File: config.mk
export PLATFORM = sky130hd
export DESIGN_NAME = mmc_cmd_tx
export DESIGN_NICKNAME = d
export VERILOG_FILES = /design/src/rtl/mmc_cmd_tx.sv
export SDC_FILE = /design/constraint.sdc
export NUM_CORES = 1
export LEC_CHECK = 0
export ABC_AREA = 1
export CORE_MARGIN = 2
export CORE_UTILIZATION = 40
export CTS_BUF_LIST = sky130_fd_sc_hd__clkbuf_2 sky130_fd_sc_hd__clkbuf_4 sky130_fd_sc_hd__clkbuf_8
export DETAILED_ROUTE_END_ITERATION = 16
export PLACE_DENSITY_LB_ADDON = 0.12
export SYNTH_ARGS = -nofsm -noshare
export SYNTH_HDL_FRONTEND = slang
export SYNTH_SLANG_ARGS = --single-unit
File: constraint.sdc
create_clock -name clk -period 5.23 [get_ports clk]
set_clock_uncertainty 0.05 [all_clocks]
set_input_delay 1.046 -clock clk [delete_from_list [all_inputs] [get_ports clk]]
set_output_delay 1.046 -clock clk [all_outputs]
set_load 0.1 [all_outputs]
File: src/rtl/mmc_cmd_tx.sv
// mmc_cmd_tx: transmit side of the MMC/SD CMD line.
// Serialises one 48-bit command frame (start, transmission, index, argument, CRC7, end)
// MSB first onto a divided MMC clock. The CMD line changes only when mmc_clk_o falls,
// so the card samples it on the rising edge.
// Optional build macro MMC_CMD_TX_GAP_EN: after each frame, hold the line idle for
// GAP_CLKS mmc_clk_o periods (N_CC) before accepting the next command.
module mmc_cmd_tx #(
   parameter int unsigned CLK_DIV  = 2,  // half-period of mmc_clk_o in clk cycles, 1..255
   parameter int unsigned GAP_CLKS = 8   // idle mmc_clk_o periods after a frame (gap build only)
) (
   input  logic        clk,
   input  logic        reset_n,
   input  logic        cmd_valid,
   output logic        cmd_ready,
   input  logic        cmd_trans,
   input  logic [5:0]  cmd_index,
   input  logic [31:0] cmd_arg,
   output logic        busy,
   output logic        done,
   output logic        mmc_clk_o,
   output logic        mmc_cmd_o,
   output logic        mmc_cmd_oe
);

   localparam logic [1:0] StIdle  = 2'd0;
   localparam logic [1:0] StArm   = 2'd1;
   localparam logic [1:0] StShift = 2'd2;
`ifdef MMC_CMD_TX_GAP_EN
   localparam logic [1:0] StGap   = 2'd3;
   localparam logic [7:0] GapLast = 8'(GAP_CLKS - 1);
`endif
   localparam logic [7:0] DivLast = 8'(CLK_DIV - 1);

   logic [1:0]  state_q, state_d;
   logic [7:0]  div_cnt_q, div_cnt_d;
   logic        mmc_clk_q, mmc_clk_d;
   logic [47:0] shreg_q, shreg_d;
   logic [5:0]  bitcnt_q, bitcnt_d;
   logic        cmd_q, cmd_d;
   logic        oe_q, oe_d;
   logic        ready_q, ready_d;
   logic        busy_q, busy_d;
   logic        done_q, done_d;
   logic        fall_evt;
   logic [39:0] hdr;
`ifdef MMC_CMD_TX_GAP_EN
   logic [7:0]  gap_cnt_q, gap_cnt_d;
`endif

   // CRC7, polynomial x^7 + x^3 + 1, zero initial value, MSB first
   function automatic logic [6:0] crc7(input logic [39:0] data);
      logic [6:0] c;
      logic       fb;
      c = 7'd0;
      for (int i = 39; i >= 0; i--) begin
         fb = c[6] ^ data[i];
         c  = {c[5:0], 1'b0};
         if (fb) c = c ^ 7'h09;
      end
      return c;
   endfunction

   assign hdr = {1'b0, cmd_trans, cmd_index, cmd_arg};

   // Free-running clock divider; fall_evt marks the cycle mmc_clk_o is registered 1->0
   always_comb begin
      fall_evt  = (div_cnt_q == DivLast) && mmc_clk_q;
      div_cnt_d = div_cnt_q + 8'd1;
      mmc_clk_d = mmc_clk_q;
      if (div_cnt_q == DivLast) begin
         div_cnt_d = 8'd0;
         mmc_clk_d = ~mmc_clk_q;
      end
   end

   // Frame sequencing: accept, align to a falling edge, shift 48 bits, release the line
   always_comb begin
      state_d  = state_q;
      shreg_d  = shreg_q;
      bitcnt_d = bitcnt_q;
      cmd_d    = cmd_q;
      oe_d     = oe_q;
      ready_d  = ready_q;
      busy_d   = busy_q;
      done_d   = 1'b0;
`ifdef MMC_CMD_TX_GAP_EN
      gap_cnt_d = gap_cnt_q;
`endif
      case (state_q)
         StIdle: begin
            ready_d = 1'b1;
            if (cmd_valid && ready_q) begin
               shreg_d = {hdr, crc7(hdr), 1'b1};
               ready_d = 1'b0;
               busy_d  = 1'b1;
               state_d = StArm;
            end
         end
         StArm: begin
            if (fall_evt) begin
               oe_d     = 1'b1;
               cmd_d    = shreg_q[47];
               shreg_d  = {shreg_q[46:0], 1'b0};
               bitcnt_d = 6'd47;
               state_d  = StShift;
            end
         end
         StShift: begin
            if (fall_evt) begin
               if (bitcnt_q == 6'd0) begin
                  // End bit has been held a full period: release the line
                  oe_d   = 1'b0;
                  cmd_d  = 1'b1;
                  done_d = 1'b1;
`ifdef MMC_CMD_TX_GAP_EN
                  gap_cnt_d = 8'd0;
                  state_d   = StGap;
`else
                  busy_d  = 1'b0;
                  state_d = StIdle;
`endif
               end else begin
                  cmd_d    = shreg_q[47];
                  shreg_d  = {shreg_q[46:0], 1'b0};
                  bitcnt_d = bitcnt_q - 6'd1;
               end
            end
         end
`ifdef MMC_CMD_TX_GAP_EN
         StGap: begin
            if (fall_evt) begin
               if (gap_cnt_q == GapLast) begin
                  busy_d  = 1'b0;
                  state_d = StIdle;
               end else begin
                  gap_cnt_d = gap_cnt_q + 8'd1;
               end
            end
         end
`endif
         default: state_d = StIdle;
      endcase
   end

   // State registers with synchronous active-low reset
   always_ff @(posedge clk) begin
      if (!reset_n) begin
         state_q   <= StIdle;
         div_cnt_q <= 8'd0;
         mmc_clk_q <= 1'b0;
         shreg_q   <= 48'd0;
         bitcnt_q  <= 6'd0;
         cmd_q     <= 1'b1;
         oe_q      <= 1'b0;
         ready_q   <= 1'b0;
         busy_q    <= 1'b0;
         done_q    <= 1'b0;
`ifdef MMC_CMD_TX_GAP_EN
         gap_cnt_q <= 8'd0;
`endif
      end else begin
         state_q   <= state_d;
         div_cnt_q <= div_cnt_d;
         mmc_clk_q <= mmc_clk_d;
         shreg_q   <= shreg_d;
         bitcnt_q  <= bitcnt_d;
         cmd_q     <= cmd_d;
         oe_q      <= oe_d;
         ready_q   <= ready_d;
         busy_q    <= busy_d;
         done_q    <= done_d;
`ifdef MMC_CMD_TX_GAP_EN
         gap_cnt_q <= gap_cnt_d;
`endif
      end
   end

   assign cmd_ready  = ready_q;
   assign busy       = busy_q;
   assign done       = done_q;
   assign mmc_clk_o  = mmc_clk_q;
   assign mmc_cmd_o  = cmd_q;
   assign mmc_cmd_oe = oe_q;

endmodule

==> results.md, run 1 <==
* Routed len/inst at 12.1 um
* Clock sinks at 70
* Synth area leader: dfxtp_1
* Ys async rst share at 0%
* Crit-path max cell delay at 0.51 ns
* P_sw at 1300 uW
* Number of max-cap violations at 0
* Via density at 4.99
* Total CTS buffers at 9
* CTS root buf: clkbuf_8
* Final GP Congestion at 0.835
* RSZ-0062 raised after global routing: no
* Hold WC Path Type: flip-flop to flip-flop
* Distinct cells, synth at 31
* Sequential area share after synthesis at 32.0%
* Design Area, Final at 5150 um2
* Via Count at 4242
* Routed wire length at 10300 um
* Combinational power share at 54.1%
* Final hold vios at 0
* Static Leak at 0.00233 uW
* Clk Latency, worst-skew pair at 0.34 ns
* Vias in the first global route at 4016
* Utilization after layout at 48.0%
* Dpl hpwl at 7900 um
* Detailed router's first-iteration violation count at 194
* Setup tns final at 0 ns
* Post-cts sizing count at 0
* Overall die area at 11800 um2
* Crit start category: primary input
* Synth top area share at 32.0%
* Boundary Pins at 48
* Overflow after GRT at 0
* Largest cells by area after synthesis: dfxtp_1 32%, nand2_1 17%, nand2_2 6.7%
* Area grow syn2layout at 17.9%
* Clock slew at reported path FFs at 0.08 ns
* Internal power at 1430 uW
* Final min period at 3.49 ns
* Fmax achieved at 0.287 GHz
* DRC Markers at 0
* Top-count cell post-synth: nand2_1
* CTS tree: built
* Outcome: completed
* Slowest-stage cell, CP: clkdlybuf4s50_1
* Critical path's most frequent cell: nand2_1
* Cell Area, Synth at 4370 um2
* Final Max Tran Viols at 0
* Post-CTS Setup Inserts at 0
* Part of the power in the clock network at 15.7%
* Core Footprint at 10700 um2
* Yosys warns at 0
* Slew @ Worst Pin at 0.963 ns
* Initial antenna violation count at 0
* Critical-path cell list: clkdlybuf4s50_1, xnor2_1, nand2_1, nand2_1, nand2_2, nand2_1, nand2_1, nand2_1, nand2_2, nand2_2, nand2_1, nand2_1, nand2_1, nand2_2, nand3_2, nand2_2, nand2_2, nand2_2, nand2_1, nand3_1, nand3_1, nand2_1, a21oi_2
* Largest net degree at the start of global routing at 34
* Max-slew headroom at 35.6%
* GRT Total Usage at 19.1%
* Power Dens Cells at 530 nW/um2
* Synth Net Count at 716
* Drt pass-1 iters at 4
* Cell Count, Final, Fillers Out at 850
* Avg Inst Size Synth at 6.58 um2
* Nets at 757
* Final period utilization at 66.7%
* Crit path required time at 5.39 ns
* First-pass GRT wire length at 18000 um
* Top cell family by delay on the critical path: simple AND/OR/NAND/NOR gates
* Switch share at 47.5%
* Commonest cells in the netlist: 198 x nand2_1, 70 x dfxtp_1, 64 x inv_1
* Critical Path Fanout Max at 5
* VDD IR max at 0.294 mV
* Ant. Diodes at 0
* Final setup fails at 0
* Die X at 109 um
* Starting density of the core at 40.7%
* H-tree depth at 3
* Share of cells above drive strength 1 at 14.8%
* Post-Syn Instances at 665
* Seq pwr share at 30.2%
* Critical Path AT at 3.65 ns
* Critical path capture point type: flip-flop
* Post-DP Area at 4970 um2
* Buf/Inv on CP at 1
* Synthesized flop and latch total at 70
* Prevailing post-synth register cell: dfxtp_1
* Die H at 109 um
* Post-synth EDFFs at 0
* Final Power at 2730 uW
* Port bufs at 47
* Critical path class: primary input to flip-flop
* DP Cell Count at 835
* Longest Clk Path Bufs at 2
* Row count at 38
* Post-route ant nets at 0
* Hold buffers post-CTS at 0
-- through the flow --
step | hold slack [ns] | setup slack [ns]
floorplan | 0.381 | 2.29
global placement | 0.400 | 1.45
detailed placement | 0.404 | 1.39
CTS | 0.414 | 1.76
global route | 0.432 | 1.39
finish | 0.414 | 1.74
-- sequential cells by signal (all words and copies together), names as in the netlist --
register    cells
shreg_q        48
div_cnt_q       8
bitcnt_q        6
state_q         2
busy            1
cmd_ready       1
done            1
mmc_clk_o       1
mmc_cmd_o       1
mmc_cmd_oe      1
-- final timing paths --
kind	slack, ns	from	cells after the start	endpoint
setup reg to reg	2.05	div_cnt_q[0]$_SDFF_PP0_	12	shreg_q[29]$_SDFFE_PN0P_
setup / recovery	1.74	cmd_index[3]	23	shreg_q[4]$_SDFFE_PN0P_
hold reg to reg	0.41	shreg_q[25]$_SDFFE_PN0P_	2	shreg_q[26]$_SDFFE_PN0P_
hold / removal	0.41	shreg_q[25]$_SDFFE_PN0P_	2	shreg_q[26]$_SDFFE_PN0P_
-- cells in the final DEF (no fill, tap or decap), types with 4 or more instances in the layout --
| master | count |
|---|---|
| o21ai_0 | 18 |
| a22oi_1 | 38 |
| a31oi_1 | 11 |
| nand3_2 | 9 |
| xnor2_1 | 4 |
| nor2_1 | 26 |
| nand2_2 | 47 |
| dfxtp_1 | 70 |
| inv_1 | 64 |
| nand3b_1 | 11 |
| nand3_1 | 41 |
| inv_2 | 21 |
| ha_1 | 9 |
| nand2_1 | 198 |
| clkdlybuf4s50_1 | 47 |
| buf_4 | 4 |
| a21oi_1 | 49 |
| nor3_1 | 4 |
| clkbuf_8 | 9 |
-- kinds of logic after synthesis --
logic type,share of synthesized area (%)
AND/OR/NAND/NOR,37.8
AO/OA/AOI/OAI,16.8
buffers and inverters,9.21
flip-flops,32.0
adder cells (fa/ha/maj),2.58
XOR/XNOR,1.57
-- power groups by stage --
stage | Clock, uW | Combinational, uW | Sequential [uW]
after CTS | 445 | 1490 | 822
after detailed placement | 0 | 1480 | 832
after global routing | 467 | 1700 | 846
after global placement | 0 | 1460 | 827
after floorplan | 0 | 1110 | 883
final | 430 | 1480 | 825
-- tightest hold or removal path, stage by stage (launching register included) --
cell and delay, ns:
dfxtp_1 0.31, nand2_1 0.06, a21oi_1 0.05
-- layer usage --
metal | track usage (%) | part of all wire (%)
met1 | 25.1 | 49
met2 | 31.4 | 46
met3 | 4.22 | 4.2
met4 | 5.86 | 0.81
met5 | 0 | 0
-- final cells by class --
type                       instances  area, um2
fill                            1145       5590
inverter                          85        319
timing repair buffer              51        500
tap                              140        175
multi-input combinational        489       2570
clock buffer                      11        139
sequential                        70       1400
clock inverter                     4       48.8
Power figures use the tool's default switching activity.
==> inputs of run 2 (changes only) <==
clock period = 3.03 ns   (was 5.23 ns; I/O delays follow)
==> run 2 against run 1 <==
Net effect: critical path depth shrank 1; global-route usage rose by 0.42 points; combinational power is 84% higher; count of clock-buffer cells in the layout is 2 lower; sequential power up 72%.
==> results.md, run 2 (synthesis results as in run 1) <==
* Final hold vios at 0 (unchanged)
* Final GP Congestion at 0.837 (+0.19%)
* Clock slew at reported path FFs at 0.09 ns (about the same)
* DRC Markers at 0 (unchanged)
* Largest net degree at the start of global routing at 37 (+8.8%)
* Crit start category: primary input
* Layout fillers at 1150 (+0.44%)
* Boundary Pins at 48 (unchanged)
* Most frequent cells in the layout: 188 x nand2_1, 70 x dfxtp_1, 63 x inv_1, 57 x nand2_2, 49 x a21oi_1
* Row count at 38 (unchanged)
* Overflow after GRT at 0 (unchanged)
* Detailed router's first-iteration violation count at 243 (+25%)
* CTS root buf: clkbuf_8
* Number of max-cap violations at 0 (unchanged)
* Design Area, Final at 5420 um2 (+5.1%)
* Crit path required time at 3.22 ns (-2.17 ns)
* Fmax achieved at 0.379 GHz
* Via Count at 4316 (+1.7%)
* Power Dens Cells at 921 nW/um2 (+74%)
* Longest Clk Path Bufs at 2 (unchanged)
* Via density at 4.96 (-0.71%)
* Dpl hpwl at 8190 um (+3.6%)
* Port bufs at 47 (unchanged)
* Hold WC Path Type: flip-flop to flip-flop
* Sequential Area at 1400 um2 (unchanged)
* Die H at 109 um (unchanged)
* Ant. Diodes at 0 (unchanged)
* Routed len/inst at 12.3 um (+1.6%)
* Slack of the worst reg-to-reg path at 0.40 ns (-1.65 ns)
* Critical path capture point type: flip-flop
* Initial antenna violation count at 0 (unchanged)
* Largest registers: shreg_q: 48 flops, div_cnt_q: 8 flops, bitcnt_q: 6 flops
* Hold buffers post-CTS at 0 (unchanged)
* Final period utilization at 87.1%
* Max-slew headroom at 70.2% (+35 points)
* DP Cell Count at 854 (+2.3%)
* Most flops, register: shreg_q
* Final setup fails at 0 (unchanged)
* Max FFs per register at 48 (unchanged)
* RSZ-0062 raised after global routing: no
* Commonest non-fill, non-tap cell in the layout: nand2_1
* Nets at 777 (+2.6%)
* Starting density of the core at 40.7% (unchanged)
* Area grow syn2layout at 23.9%
* Die X at 109 um (unchanged)
* Vias in the first global route at 4026 (+0.25%)
* Drt pass-1 iters at 4 (unchanged)
* GRT Total Usage at 19.6% (+0.42 points)
* First-pass GRT wire length at 18300 um (+1.6%)
* Outcome: completed
* Clk Latency, worst-skew pair at 0.36 ns (+0.02 ns)
* Critical Path Fanout Max at 4 (-1)
* Cell Count, Final, Fillers Out at 871 (+2.5%)
* Static Leak at 0.00258 uW (+11%)
* Final Power at 4990 uW (+82%)
* Post-route ant nets at 0 (unchanged)
* Final Max Tran Viols at 0 (unchanged)
* Worst hold slack at 0.406 ns (-0.00783 ns)
* Multi-input logic area at 2620 um2 (+1.8%)
* Final min period at 2.64 ns
* Core Footprint at 10700 um2 (unchanged)
* Post-DP Area at 5120 um2 (+3.1%)
* Critical path class: primary input to flip-flop
* VDD IR max at 0.623 mV (+110%)
* Total CTS buffers at 9 (unchanged)
* Share of cells above drive strength 1 at 20.1% (+5.3 points)
* Slew @ Worst Pin at 0.443 ns (-0.520 ns)
* Setup tns final at 0 ns (unchanged)
* Clock sinks at 70 (unchanged)
* CTS tree: built
* Routed wire length at 10700 um (+4.1%)
* Overall die area at 11800 um2 (unchanged)
* H-tree depth at 3 (unchanged)
* Critical Path AT at 2.83 ns (-0.82 ns)
## run 2: changes by cell type in the layout (fill, tap and decap cells not counted), moves of 10 or more
cell,before,now
dlymetal6s2s_1,0,13
nand2_1,198,188
clkdlybuf4s50_1,47,26
nand2_2,47,57
buf_4,4,28
## run 2: critical path, cell delays in order
cell and delay (ns):
clkdlybuf4s50_1 0.54, inv_1 0.06, nand3_1 0.10, nand2_2 0.10, nand3_2 0.12, nand3b_1 0.12
nand2_1 0.11, nand3_2 0.10, nand2_2 0.11, nand2_2 0.07, nand2_2 0.08, nand2_1 0.06
nand2_2 0.08, inv_2 0.04, nand2_2 0.06, nand2_2 0.07, inv_2 0.06, nand2_2 0.04
nand3_1 0.06, nand3_1 0.08, nand2_1 0.09, a21oi_2 0.05
## run 2: final timing paths
path                             from                        to  cells past startpoint
max                       cmd_arg[22]   shreg_q[4]$_SDFFE_PN0P_                     22
min          shreg_q[24]$_SDFFE_PN0P_  shreg_q[25]$_SDFFE_PN0P_                      2
max reg2reg   div_cnt_q[0]$_SDFF_PP0_  bitcnt_q[5]$_SDFFE_PN0P_                     14
min reg2reg  shreg_q[24]$_SDFFE_PN0P_  shreg_q[25]$_SDFFE_PN0P_                      2
## run 2: where the power goes
part           internal [uW]  switching [uW]  leakage (uW)
clock network            466             379      0.000114
registers               1240             178      0.000573
logic                    956            1770       0.00190
total                   2660            2320       0.00258
## run 2: final cells by class
| cell class | instances | share of cell area [%] |
|---|---|---|
| multi-input combinational | 489 | 48.3 |
| tap | 140 | 3.23 |
| sequential | 70 | 25.9 |
| inverter | 85 | 5.89 |
| clock inverter | 7 | 1.78 |
| clock buffer | 9 | 2.29 |
| timing repair buffer | 71 | 12.6 |
## run 2: per-stage QoR
step	util [%]	setup slack (ns)
floorplan	-	0.528
CTS	49.7	0.0163
finish	50.4	0.392
detailed placement	47.6	-0.411
global route	50.4	0.0913
global placement	47.6	-0.329
## run 2: timing repair
action | CTS | global route
setup buffers | 0 | 1
pin swaps | 0 | 6
endpoints found under the setup margin | 1 | 7
resized for setup | 2 | 31
## run 2: metal layers
metal  global-route usage [%]  wire, um  up-vias  part of all wire (%)
met5                        0         0        -                     0
li1                         -         -     2299                     -
met1                     25.3      5300     1954                    49
met4                     5.40       108        0                   1.0
met2                     32.7      4960       52                    46
met3                     4.28       362       11                   3.4
==> inputs of run 3 (changes only) <==
CTS_CLUSTER_DIAMETER = 120   (was unset)
REMOVE_ABC_BUFFERS = 1   (was unset)
SKIP_CTS_REPAIR_TIMING = 1   (was unset)
==> run 3 against run 2 <==
Net effect: sequential power hardly changed; core utilization is 0.51 points lower; via count is 0.14% higher; combinational power is 1% lower; die area stayed put; critical path type unchanged.
==> results.md, run 3 (synthesis results as in run 1) <==
* Outcome: completed
* CTS tree: built
* Slew @ Worst Pin at 0.472 ns (+0.0295 ns)
* Die H at 109 um (unchanged)
* VDD IR max at 0.597 mV (-4.2%)
* Critical path's most frequent cell: nand2_1
* GRT Total Usage at 19.7% (+0.18 points)
* Commonest non-fill, non-tap cell in the layout: nand2_1
* Largest net degree at the start of global routing at 35 (-5.4%)
* Max-slew headroom at 68.4% (-1.8 points)
* DP Worst Slack at -0.408 ns (+0.00242 ns)
* Max FFs per register at 48 (unchanged)
* Final Power at 4890 uW (-2.1%)
* Final setup margin at 0.313 ns (-0.0783 ns)
* Area grow syn2layout at 22.6%
* Dpl hpwl at 8200 um (+0.18%)
* Crit-path max cell delay at 0.24 ns (-0.30 ns)
* Power Dens Cells at 911 nW/um2 (-1.1%)
* Ant. Diodes at 0 (unchanged)
* Total CTS buffers at 9 (unchanged)
* Critical path capture point type: flip-flop
* Slowest-stage cell, CP: dlymetal6s2s_1
* H-tree depth at 3 (unchanged)
* Critical path class: primary input to flip-flop
* Core Footprint at 10700 um2 (unchanged)
* Clock slew at reported path FFs at 0.08 ns (about the same)
* Initial antenna violation count at 0 (unchanged)
* Routed wire length at 10700 um (about the same)
* Longest Clk Path Bufs at 2 (unchanged)
* Final Max Tran Viols at 0 (unchanged)
* Detailed router's first-iteration violation count at 200 (-18%)
* RSZ-0062 raised after global routing: no
* Final min period at 2.72 ns (+0.0783 ns)
* Overall die area at 11800 um2 (unchanged)
* Drt pass-1 iters at 4 (unchanged)
* Static Leak at 0.00256 uW (-0.71%)
* Crit path required time at 3.22 ns (about the same)
* Crit start category: primary input
* Clk Latency, worst-skew pair at 0.35 ns (about the same)
* Row count at 38 (unchanged)
* Largest registers: shreg_q: 48 flops, div_cnt_q: 8 flops, bitcnt_q: 6 flops
* CTS root buf: clkbuf_8
* Final setup fails at 0 (unchanged)
* Worst hold slack at 0.420 ns (+0.0139 ns)
* Final GP Congestion at 0.827 (-1.1%)
* Final hold vios at 0 (unchanged)
* Clock sinks at 70 (unchanged)
* DRC Markers at 0 (unchanged)
* Critical Path Fanout Max at 5 (+1)
* Number of max-cap violations at 0 (unchanged)
* Die X at 109 um (unchanged)
* Via density at 4.99 (+0.72%)
* Routed len/inst at 12.4 um (+0.63%)
* Via Count at 4322 (+0.14%)
* Most frequent cells in the layout: 189 x nand2_1, 70 x dfxtp_1, 64 x inv_1, 56 x nand2_2, 49 x a21oi_1
* First-pass GRT wire length at 18500 um (+1.1%)
* Buf/Inv on CP at 3 (-1)
* Setup tns final at 0 ns (unchanged)
* Fmax achieved at 0.368 GHz (-2.9%)
* Post-route ant nets at 0 (unchanged)
* Nets at 772 (-0.64%)
* Most flops, register: shreg_q
* Overflow after GRT at 0 (unchanged)
* Critical Path AT at 2.90 ns (+0.07 ns)
* Port bufs at 47 (unchanged)
* Top cell family by delay on the critical path: simple AND/OR/NAND/NOR gates
* Slack of the worst reg-to-reg path at 0.46 ns (+0.06 ns)
* Final period utilization at 89.7% (+2.6 points)
* Boundary Pins at 48 (unchanged)
* Hold WC Path Type: flip-flop to flip-flop
* Starting density of the core at 40.7% (unchanged)
* Layout fillers at 1120 (-2.6%)
* Share of cells above drive strength 1 at 19.0% (-1.1 points)
* Vias in the first global route at 4209 (+4.5%)
* Utilization after layout at 49.9% (-0.51 points)
[run 3: per-stage QoR]
step           instance area (um2)  std cells
2_1_floorplan                 4290        644
6_report                      5360        866
5_1_grt                       5360        866
3_3_place_gp                  5080        850
4_1_cts                       5280        866
3_5_place_dp                  5080        850
[run 3: worst reg2reg max path, cell delays in order (launching register included)]
cell and delay [ns]:
dfxtp_1 0.38, ha_1 0.17, nand4_1 0.09, nor4_1 0.35, nand2_1 0.18, inv_1 0.12, a21oi_1 0.06, inv_1 0.07
nand2_1 0.11, buf_4 0.23, nor2_2 0.13, buf_4 0.30, a22oi_1 0.12, a21oi_1 0.14
[run 3: cell type report]
cell class | instances | area, um2 | share of cell area (%)
Multi-Input combinational cell | 489 | 2610 | 48.8
Sequential cell | 70 | 1400 | 26.1
Timing Repair Buffer | 66 | 648 | 12.1
Inverter | 85 | 319 | 5.95
Tap cell | 140 | 175 | 3.27
Clock buffer | 10 | 131 | 2.45
Clock inverter | 6 | 72.6 | 1.35
[run 3: power by group]
| part | internal, uW | total (uW) | leakage (uW) | switching (uW) |
|---|---|---|---|---|
| clock | 395 | 777 | 0.000100 | 382 |
| sequential | 1240 | 1420 | 0.000573 | 181 |
| combinational | 923 | 2680 | 0.00189 | 1760 |
[run 3: worst paths after layout]
path,startpoint,endpoint,cells past startpoint
worst min-delay path,div_cnt_q[0]$_SDFF_PP0_,div_cnt_q[0]$_SDFF_PP0_,1
worst max register to register,div_cnt_q[0]$_SDFF_PP0_,shreg_q[25]$_SDFFE_PN0P_,13
worst min register to register,div_cnt_q[0]$_SDFF_PP0_,div_cnt_q[0]$_SDFF_PP0_,1
worst max-delay path,cmd_index[3],shreg_q[5]$_SDFFE_PN0P_,26
[run 3: routing by layer]
| layer | GRT usage [%] | share of wire (%) | routed length, um | vias up |
|---|---|---|---|---|
| li1 | - | - | - | 2280 |
| met3 | 3.74 | 3.2 | 346 | 16 |
| met4 | 7.88 | 1.8 | 189 | 0 |
| met1 | 23.5 | 46 | 4930 | 1969 |
| met5 | 0 | 0 | 0 | - |
| met2 | 34.8 | 49 | 5280 | 57 |
